[config.mk]
export PLATFORM = sky130hd
export DESIGN_NAME = mono_rx_stream_arbiter
export DESIGN_NICKNAME = d
export VERILOG_FILES = /design/src/rtl/mono_rx_stream_arbiter.sv
export SDC_FILE = /design/constraint.sdc
export NUM_CORES = 1
export LEC_CHECK = 0
export ABC_AREA = 0
export BUFFER_PORTS_ARGS = -buffer_cell sky130_fd_sc_hd__buf_2
export CAP_MARGIN = 5
export CORE_MARGIN = 10
export CORE_UTILIZATION = 35
export DETAILED_ROUTE_END_ITERATION = 8
export SKIP_LAST_GASP = 1
export SLEW_MARGIN = 20
export SYNTH_ARGS = -nofsm -noshare
export SYNTH_HDL_FRONTEND = slang
export SYNTH_SLANG_ARGS = --single-unit
[constraint.sdc]
create_clock -name BUS_CLK -period 3.4 [get_ports BUS_CLK]
set_clock_uncertainty 0.1 [all_clocks]
set_input_delay 0.17 -clock BUS_CLK [delete_from_list [all_inputs] [get_ports BUS_CLK]]
set_output_delay 0.17 -clock BUS_CLK [all_outputs]
set_load 0.02 [all_outputs]
[src/rtl/mono_rx_stream_arbiter.sv]
// Packet-aware round-robin merger of N receiver output FIFOs into one readout stream.
// Whole packets go out contiguously; orphan words are dropped and stalled packets aborted.
module mono_rx_stream_arbiter #(
  parameter int         N_SRC     = 4,
  parameter int         PKT_WORDS = 3,
  parameter logic [1:0] SOP_TAG   = 2'b01,
  parameter int         TIMEOUT   = 255
) (
  input  logic                 BUS_CLK,
  input  logic                 RST,
  input  logic [N_SRC-1:0]     EN_MASK,
  input  logic [N_SRC-1:0]     SRC_EMPTY,
  input  logic [32*N_SRC-1:0]  SRC_DATA,
  output logic [N_SRC-1:0]     SRC_READ,
  input  logic                 OUT_FULL,
  output logic                 OUT_WRITE,
  output logic [31:0]          OUT_DATA,
  output logic                 BUSY,
  output logic [2:0]           GRANT_ID,
  output logic [7:0]           DROP_CNT,
  output logic [7:0]           ABORT_CNT
);

  typedef enum logic [0:0] {
    ST_IDLE = 1'b0,
    ST_XFER = 1'b1
  } state_t;

  localparam logic [2:0]  GRANT_RST    = 3'(N_SRC - 1);
  localparam logic [3:0]  LAST_WORD    = 4'(PKT_WORDS - 1);
  localparam logic [15:0] TIMEOUT_LAST = 16'(TIMEOUT - 1);

  // Lowest requesting index strictly above 'last', else lowest index at or below it.
  function automatic logic [3:0] rr_pick(input logic [N_SRC-1:0] req, input logic [2:0] last);
    logic       hi_v;
    logic       lo_v;
    logic [2:0] hi_i;
    logic [2:0] lo_i;
    hi_v = 1'b0;
    lo_v = 1'b0;
    hi_i = 3'd0;
    lo_i = 3'd0;
    for (int i = N_SRC - 1; i >= 0; i--) begin
      if (req[i] && (3'(i) > last)) begin
        hi_v = 1'b1;
        hi_i = 3'(i);
      end else if (req[i]) begin
        lo_v = 1'b1;
        lo_i = 3'(i);
      end else begin
        hi_v = hi_v;
      end
    end
    if (hi_v) begin
      return {1'b1, hi_i};
    end else if (lo_v) begin
      return {1'b1, lo_i};
    end else begin
      return 4'b0000;
    end
  endfunction

  function automatic logic [N_SRC-1:0] onehot(input logic [2:0] idx);
    logic [N_SRC-1:0] o;
    for (int i = 0; i < N_SRC; i++) begin
      o[i] = (idx == 3'(i));
    end
    return o;
  endfunction

  function automatic logic [7:0] sat_inc(input logic [7:0] v);
    return (v == 8'hFF) ? v : v + 8'd1;
  endfunction

  state_t            state_q, state_d;
  logic [2:0]        grant_q, grant_d;
  logic [3:0]        wcnt_q, wcnt_d;
  logic [15:0]       tcnt_q, tcnt_d;
  logic [7:0]        drop_q, drop_d;
  logic [7:0]        abort_q, abort_d;
  logic              busy_q, busy_d;
  logic              out_write_q, out_write_d;
  logic [31:0]       out_data_q, out_data_d;

  logic [31:0]       src_word_s [N_SRC];
  logic [N_SRC-1:0]  req_s;
  logic [3:0]        pick_s;
  logic              pick_vld_s;
  logic [2:0]        pick_idx_s;
  logic [1:0]        pick_tag_s;
  logic              g_empty_s;
  logic [31:0]       g_data_s;
  logic              g_pop_s;
  logic [N_SRC-1:0]  read_s;

  always_comb begin
    for (int i = 0; i < N_SRC; i++) begin
      src_word_s[i] = SRC_DATA[32*i +: 32];
    end
  end

  assign req_s      = ~SRC_EMPTY & EN_MASK;
  assign pick_s     = rr_pick(req_s, grant_q);
  assign pick_vld_s = pick_s[3];
  assign pick_idx_s = pick_s[2:0];

  // Head tag of the candidate source and status/data of the granted source.
  always_comb begin
    pick_tag_s = 2'b00;
    g_empty_s  = 1'b1;
    g_data_s   = 32'h0000_0000;
    for (int i = 0; i < N_SRC; i++) begin
      pick_tag_s = (pick_idx_s == 3'(i)) ? src_word_s[i][29:28] : pick_tag_s;
      g_empty_s  = (grant_q == 3'(i)) ? SRC_EMPTY[i] : g_empty_s;
      g_data_s   = (grant_q == 3'(i)) ? src_word_s[i] : g_data_s;
    end
  end

  assign g_pop_s = ~g_empty_s & ~OUT_FULL;

  // Grant decision, packet transfer and timeout handling.
  always_comb begin
    state_d     = state_q;
    grant_d     = grant_q;
    wcnt_d      = wcnt_q;
    tcnt_d      = tcnt_q;
    drop_d      = drop_q;
    abort_d     = abort_q;
    busy_d      = busy_q;
    out_write_d = 1'b0;
    out_data_d  = out_data_q;
    read_s      = '0;
    case (state_q)
      ST_IDLE: begin
        if (pick_vld_s && (pick_tag_s != SOP_TAG)) begin
          // Orphan head: discard it even under backpressure so it cannot block the source.
          grant_d = pick_idx_s;
          read_s  = onehot(pick_idx_s);
          drop_d  = sat_inc(drop_q);
        end else if (pick_vld_s) begin
          grant_d = pick_idx_s;
          state_d = ST_XFER;
          busy_d  = 1'b1;
          wcnt_d  = 4'd0;
          tcnt_d  = 16'd0;
        end else begin
          state_d = ST_IDLE;
        end
      end
      ST_XFER: begin
        if (g_pop_s) begin
          read_s      = onehot(grant_q);
          out_write_d = 1'b1;
          out_data_d  = g_data_s;
          tcnt_d      = 16'd0;
          if (wcnt_q == LAST_WORD) begin
            state_d = ST_IDLE;
            busy_d  = 1'b0;
            wcnt_d  = 4'd0;
          end else begin
            wcnt_d = wcnt_q + 4'd1;
          end
        end else if (g_empty_s) begin
          if (tcnt_q == TIMEOUT_LAST) begin
            state_d = ST_IDLE;
            busy_d  = 1'b0;
            abort_d = sat_inc(abort_q);
            tcnt_d  = 16'd0;
            wcnt_d  = 4'd0;
          end else begin
            tcnt_d = tcnt_q + 16'd1;
          end
        end else begin
          tcnt_d = tcnt_q;
        end
      end
      default: begin
        state_d = ST_IDLE;
        busy_d  = 1'b0;
      end
    endcase
  end

  // No FIFO is popped while reset is held.
  assign SRC_READ = RST ? '0 : read_s;

  // State and output registers with synchronous reset.
  always_ff @(posedge BUS_CLK) begin
    if (RST) begin
      state_q     <= ST_IDLE;
      grant_q     <= GRANT_RST;
      wcnt_q      <= 4'd0;
      tcnt_q      <= 16'd0;
      drop_q      <= 8'd0;
      abort_q     <= 8'd0;
      busy_q      <= 1'b0;
      out_write_q <= 1'b0;
      out_data_q  <= 32'h0000_0000;
    end else begin
      state_q     <= state_d;
      grant_q     <= grant_d;
      wcnt_q      <= wcnt_d;
      tcnt_q      <= tcnt_d;
      drop_q      <= drop_d;
      abort_q     <= abort_d;
      busy_q      <= busy_d;
      out_write_q <= out_write_d;
      out_data_q  <= out_data_d;
    end
  end

  assign OUT_WRITE = out_write_q;
  assign OUT_DATA  = out_data_q;
  assign BUSY      = busy_q;
  assign GRANT_ID  = grant_q;
  assign DROP_CNT  = drop_q;
  assign ABORT_CNT = abort_q;

endmodule
== Yosys cells after proc, flatten, opt, wreduce, memory -nomap -nowiden ==
Cells that the tools add are included.
Word-level totals
  register bits after elaboration: 74
  input bits: 139
  output and inout port bits: 57
  logic and storage cells: 130
Operators by class
  add/sub/neg operators: 4
  magnitude comparators: 4
  equality and inequality tests: 16
  muxes and demuxes: 72
  bitwise logic cells: 9
  reductions and logical operators: 16
Operators with widths (count)
  32-bit two-way mux: 4
  16-bit two-way mux: 5
  4-bit two-way mux: 11
  3-bit two-way mux: 11
  16-bit case mux with 2 select lines: 1
  1-bit two-way mux: 29
  16-bit by 1-bit adder with 16-bit output, second input constant: 1
  8-bit by 1-bit adder with 8-bit output, second input constant: 2
  16-bit by 8-bit equality test with 1-bit output, second input constant: 1
  8-bit equality test, second input constant: 2
  4-bit case mux with 2 select lines: 2
  2-bit two-way mux: 7
  3-bit by 2-bit equality test with 1-bit output, second input constant: 4
  5-bit AND reduction: 2
  3-bit by 1-bit equality test with 1-bit output, second input constant: 2
  1-bit by 3-bit > comparator with 1-bit output, first input constant: 2
  2-bit by 3-bit > comparator with 1-bit output, first input constant: 2
  3-bit logical NOT: 2
  3-bit by 1-bit != test with 1-bit output, second input constant: 2
  1-bit inverter: 6
  3-bit AND reduction: 2
  1-bit logical AND: 5
  4-bit by 1-bit adder with 4-bit output, second input constant: 1
  4-bit AND: 1
  11 further kinds: 14

== Depth between registers and ports, before layout ==
  word-level depth: 22
  depth in mapped cells: 10
  depth with buffers taken out: 9

== Worst setup path before layout ==
No wires, ideal clock.
  kind: register -> register
  start: register grant_q[0] (netlist: GRANT_ID[0])
  end: register drop_q[3] (netlist: DROP_CNT[3])
  setup time: 121 ps
  data arrival time: 2293 ps
  data required time: 3179 ps
  slack: 887 ps
  stages on the path, launching flop included: 8
  path buffers: 0
  cell sequence: dfxtp_1 -> or3b_4 -> o211ai_1 -> a311o_1 -> a32oi_4 -> nor3_2 -> and3_1 -> mux2_2
On the way
  word-level cells in the longest chain between the ends: 19
RTL lines
  start, declared: line 76  | logic [2:0] grant_q, grant_d;
  start signal, assigned: line 201  | grant_q <= grant_d;
  2-bit by 3-bit > comparator with 1-bit output: line 44  | if (req[i] && (3'(i) > last)) begin
  1-bit logical AND: line 44
  2-bit two-way mux or 1-bit two-way mux (tied branches): line 44
  3-bit two-way mux or 1-bit two-way mux (tied branches): line 47  | end else if (req[i]) begin
  3-bit two-way mux or 1-bit two-way mux (tied branches): line 44
  3-bit two-way mux or 1-bit two-way mux (tied branches): line 47
  3-bit two-way mux or 1-bit two-way mux (tied branches): line 44
  3-bit two-way mux or 1-bit two-way mux (tied branches): line 47
  3-bit two-way mux or 1-bit two-way mux (tied branches): line 44
  4-bit two-way mux: line 56  | end else if (lo_v) begin
  4-bit two-way mux (*): line 54  | if (hi_v) begin
  3-bit logical NOT: line 113  | pick_tag_s = (pick_idx_s == 3'(i)) ? src_word_s[i][29:28] : pick_tag_s;
  2-bit two-way mux (4 in a row): line 113
  2-bit by 1-bit != test with 1-bit output: line 135  | if (pick_vld_s && (pick_tag_s != SOP_TAG)) begin
  1-bit logical AND (*): line 135
  3-bit AND reduction (no source line) (*)
  end signal, assigned: line 204  | drop_q <= drop_d;
  end, declared: line 79  | logic [7:0] drop_q, drop_d;
Every way passes the cells marked *; elsewhere a longest branch is shown, timed or not.
A chain may end at the register's enable or synchronous reset.

== Final worst setup path ==
  start: register grant_q[1] (netlist: GRANT_ID[1])
  end: output port SRC_READ[1]
On the way
  word-level cells in the longest chain between the ends: 21
RTL lines
  2-bit by 3-bit > comparator with 1-bit output: line 44
  1-bit logical AND: line 44
  2-bit two-way mux or 1-bit two-way mux (tied branches): line 44
  3-bit two-way mux or 1-bit two-way mux (tied branches): line 47
  3-bit two-way mux or 1-bit two-way mux (tied branches): line 44
  3-bit two-way mux or 1-bit two-way mux (tied branches): line 47
  3-bit two-way mux or 1-bit two-way mux (tied branches): line 44
  3-bit two-way mux or 1-bit two-way mux (tied branches): line 47
  [2 not listed]
  4-bit two-way mux: line 54
  3-bit logical NOT: line 113
  2-bit two-way mux (4 in a row): line 113
  2-bit by 1-bit != test with 1-bit output: line 135
  1-bit logical AND: line 135
  4-bit two-way mux: line 135
  4-bit case mux with 2 select lines (*): line 133  | case (state_q)
  4-bit two-way mux (*): line 185  | assign SRC_READ = RST ? '0 : read_s;
  end, declared: line 14  | output logic [N_SRC-1:0] SRC_READ,
Marks and branches as above.

==> impl_metrics.toml <==
[global_route]
grt_max_degree = 36
use_met3 = 0.0488
use_met1 = 0.189
grt.busiest_layer = "met2"
antenna_found_initial = 4
global_route.usage.total = 0.168
grt_pass1_vias = 4400
grt_pass1_wl_um = 22900
grt_overflow = 0
grt.met2_usage = 0.295

[synthesis]
ys_types = 60
synth.cell_area_um2 = 4310
synthArstFlopShare = 0
synth_cells = 492
syn_area_per_cell_um2 = 8.75
ys_ff_latch = 73
yosysWarnings = 0
ys.flop_type = "dfxtp_1"
synth_edf_count = 0
yosysSeqAreaShare = 0.339
syn_nets = 637

[sta]
period_share = 0.907
setup_viol = 0
finalHoldViolCount = 0
finalCriticalPeriod_ns = 3.08
rsz0062_at_grt = "false"
slew_violations = 0
relSlewSlack = 0.558
finalSetupTns_ns = 0
max_freq_ghz = 0.324
worst_pin_slew_ns = 0.663

[power_and_ir_drop]
p_switching_mw = 0.761
swShare = 0.302
finalPower_mw = 2.52
p_comb_frac = 0.246
p_per_area_nw_per_um2 = 443
intPower_mw = 1.76
peakVddDrop_uv = 199
sequentialPowerShare = 0.371
p_leak_nw = 2.43
clkPwrFrac = 0.383

[setup_path]
cp_num_buf_inv = 1
cp_top_family = "compound AO/OA/AOI/OAI gates"
reg2reg_slack_ns = 0.44
critPathRequiredTime_ns = 3.13
setup.worst_path.start = "GRANT_ID[1]"
critPathKind = "reg -> out"
end_kind = "primary output"
crit_fanout = 27
r2r_end = "ABORT_CNT[7]"
critPathMaxStageDelay_ns = 0.70
cpMaxStageDelayCell = "dfxtp_2"
crit_chain = "a211oi_1 > a211oi_2 > a32oi_4 > nor3_2 > a22oi_1 > nor2_1 > buf_2"
worstPathArrival_ns = 2.81
rr_startpoint = "tcnt_q[0]"
r2r_cells = 9
start_kind = "register"

[cells_and_area]
utilization = 0.474
multi_input_area_um2 = 2660
final_area_um2 = 5700
layout.nets = 818
area_delta_synth_final_pct = 32.3
fill_cells = 1165
layout_common_cells = "buf_2 (194), nand2_1 (86), dfxtp_1 (71)"
drive_gt1_frac = 0.394
final_common_cell = "buf_2"
ff_latch_area_um2 = 1460

[cts]
root_buffer = "clkbuf_16"
cts_tree = "done"
ctsHoldBuffers = 0
cts_buffer_depth = 2
htree_levels = 3
cts_num_sinks = 73
insertion_delay_ns = 0.33
cts_buffers = 9
path_clk_slew_ns = 0.06

[placed_design]
gp_congestion = 0.895
place_area_um2 = 5390
dp_hpwl_um = 12200
portBuffers = 194

[floorplan]
die_area_um2 = 17100
die_w_um = 131
core_um2 = 12000
initial_core_util = 0.358
die-height_um = 131
fp-row-count = 40
io_pins = 196

[worst_hold_path]
hold_path_class = "in -> reg"
hp-start = "SRC_DATA[126]"
whs_endpoint = "OUT_DATA[30]"
hold_depth = 4

[route]
drcViolationCount = 0
dr_total_vias = 4444
first_pass_iters = 6
ant_nets = 0
post_drt_wl_per_cell_um = 18.5
wl_um = 15300
viasPerCell = 5.38
first_iter_violations = 277

[job]
drv_cap = 0

[run_status]
status = "finished clean"
[per-stage QoR]
| stage | hold WS (ns) | setup slack [ns] | cells |
|---|---|---|---|
| after floorplan | 0.154 | 0.887 | 492 |
| after detailed placement | 0.345 | 0.453 | 809 |
| after global routing | 0.226 | 0.0559 | 826 |
| final | 0.211 | 0.316 | 826 |
| after CTS | 0.204 | 0.320 | 825 |
| after global placement | 0.340 | 0.504 | 809 |
[kinds of logic (layout without fill, tap and decap cells)]
group,Yosys count,after routing,share of synthesized area
muxes,36,36,0.180
and+or+nand+nor,205,205,0.228
buffers and inverters,46,232,0.0433
adders and majority gates,6,6,0.0174
other,1,2,0.000871
AOI/OAI and AO/OA,114,114,0.169
DFF,73,73,0.339
xor gates and xnor gates,11,11,0.0224
[timing repair]
action                                  in CTS  in global routing
endpoints found under the setup margin       0                  1
buffers inserted                             0                  0
resized for setup                            0                  1
[worst min-delay path: stages]
cell     delay (ns)
buf_2          0.07
mux4_2         0.21
nand2_1        0.05
a21oi_1        0.10
[routing by layer]
| metal | share of wire | routed length (um) |
|---|---|---|
| met1 | 0.40 | 6050 |
| met4 | 0.013 | 206 |
| met2 | 0.49 | 7560 |
| met5 | 0.0031 | 47 |
| met3 | 0.092 | 1410 |
[worst max path at each step]
stage / cells past startpoint / endpoint / slack [ns]
4_1_cts: 7 / SRC_READ[2] / 0.32
3_3_place_gp: 9 / ABORT_CNT[7] / 0.50
6_report: 7 / SRC_READ[1] / 0.32
5_1_grt: 7 / SRC_READ[3] / 0.06
2_1_floorplan: 7 / DROP_CNT[3] / 0.89
3_5_place_dp: 9 / ABORT_CNT[7] / 0.45
[state kept, by name, summed over array words and instances (netlist names)]
name,count
tcnt_q,16
GRANT_ID,2
ABORT_CNT,8
OUT_WRITE,1
state_q,1
BUSY,1
OUT_DATA,32
DROP_CNT,8
wcnt_q,4
[power groups by stage]
| stage | logic (mW) | registers (mW) | clock network (mW) |
|---|---|---|---|
| global placement | 0.613 | 0.953 | 0 |
| detailed placement | 0.622 | 0.955 | 0 |
| global route | 0.677 | 0.944 | 1.02 |
| finish | 0.620 | 0.936 | 0.966 |
| floorplan | 0.406 | 0.965 | 0 |
| CTS | 0.625 | 0.935 | 0.980 |
[cell usage after synthesis (5+ instances only)]
cell | count | share of area
a21oi_1 | 57 | 0.066
and3_1 | 8 | 0.012
buf_2 | 8 | 0.0093
clkbuf_1 | 18 | 0.016
dfxtp_1 | 73 | 0.34
ha_1 | 6 | 0.017
inv_1 | 15 | 0.013
mux4_2 | 33 | 0.17
nand2_1 | 87 | 0.076
nand2b_1 | 6 | 0.0087
nand3_1 | 19 | 0.022
nand4_1 | 7 | 0.010
nor2_1 | 39 | 0.034
nor2b_1 | 5 | 0.0073
o21ai_0 | 16 | 0.019
or3_1 | 10 | 0.015
xnor2_1 | 5 | 0.010
xor2_1 | 6 | 0.012
[cell type report]
| cell class | count | share of cell area |
|---|---|---|
| multi-input combinational | 373 | 0.467 |
| sequential | 73 | 0.257 |
| timing repair buffer | 201 | 0.180 |
| clock buffer | 9 | 0.0395 |
| tap | 147 | 0.0323 |
| clock inverter | 7 | 0.0141 |
| inverter | 15 | 0.00989 |
| antenna | 1 | 0.000439 |
(Power assumes the default switching activity.)
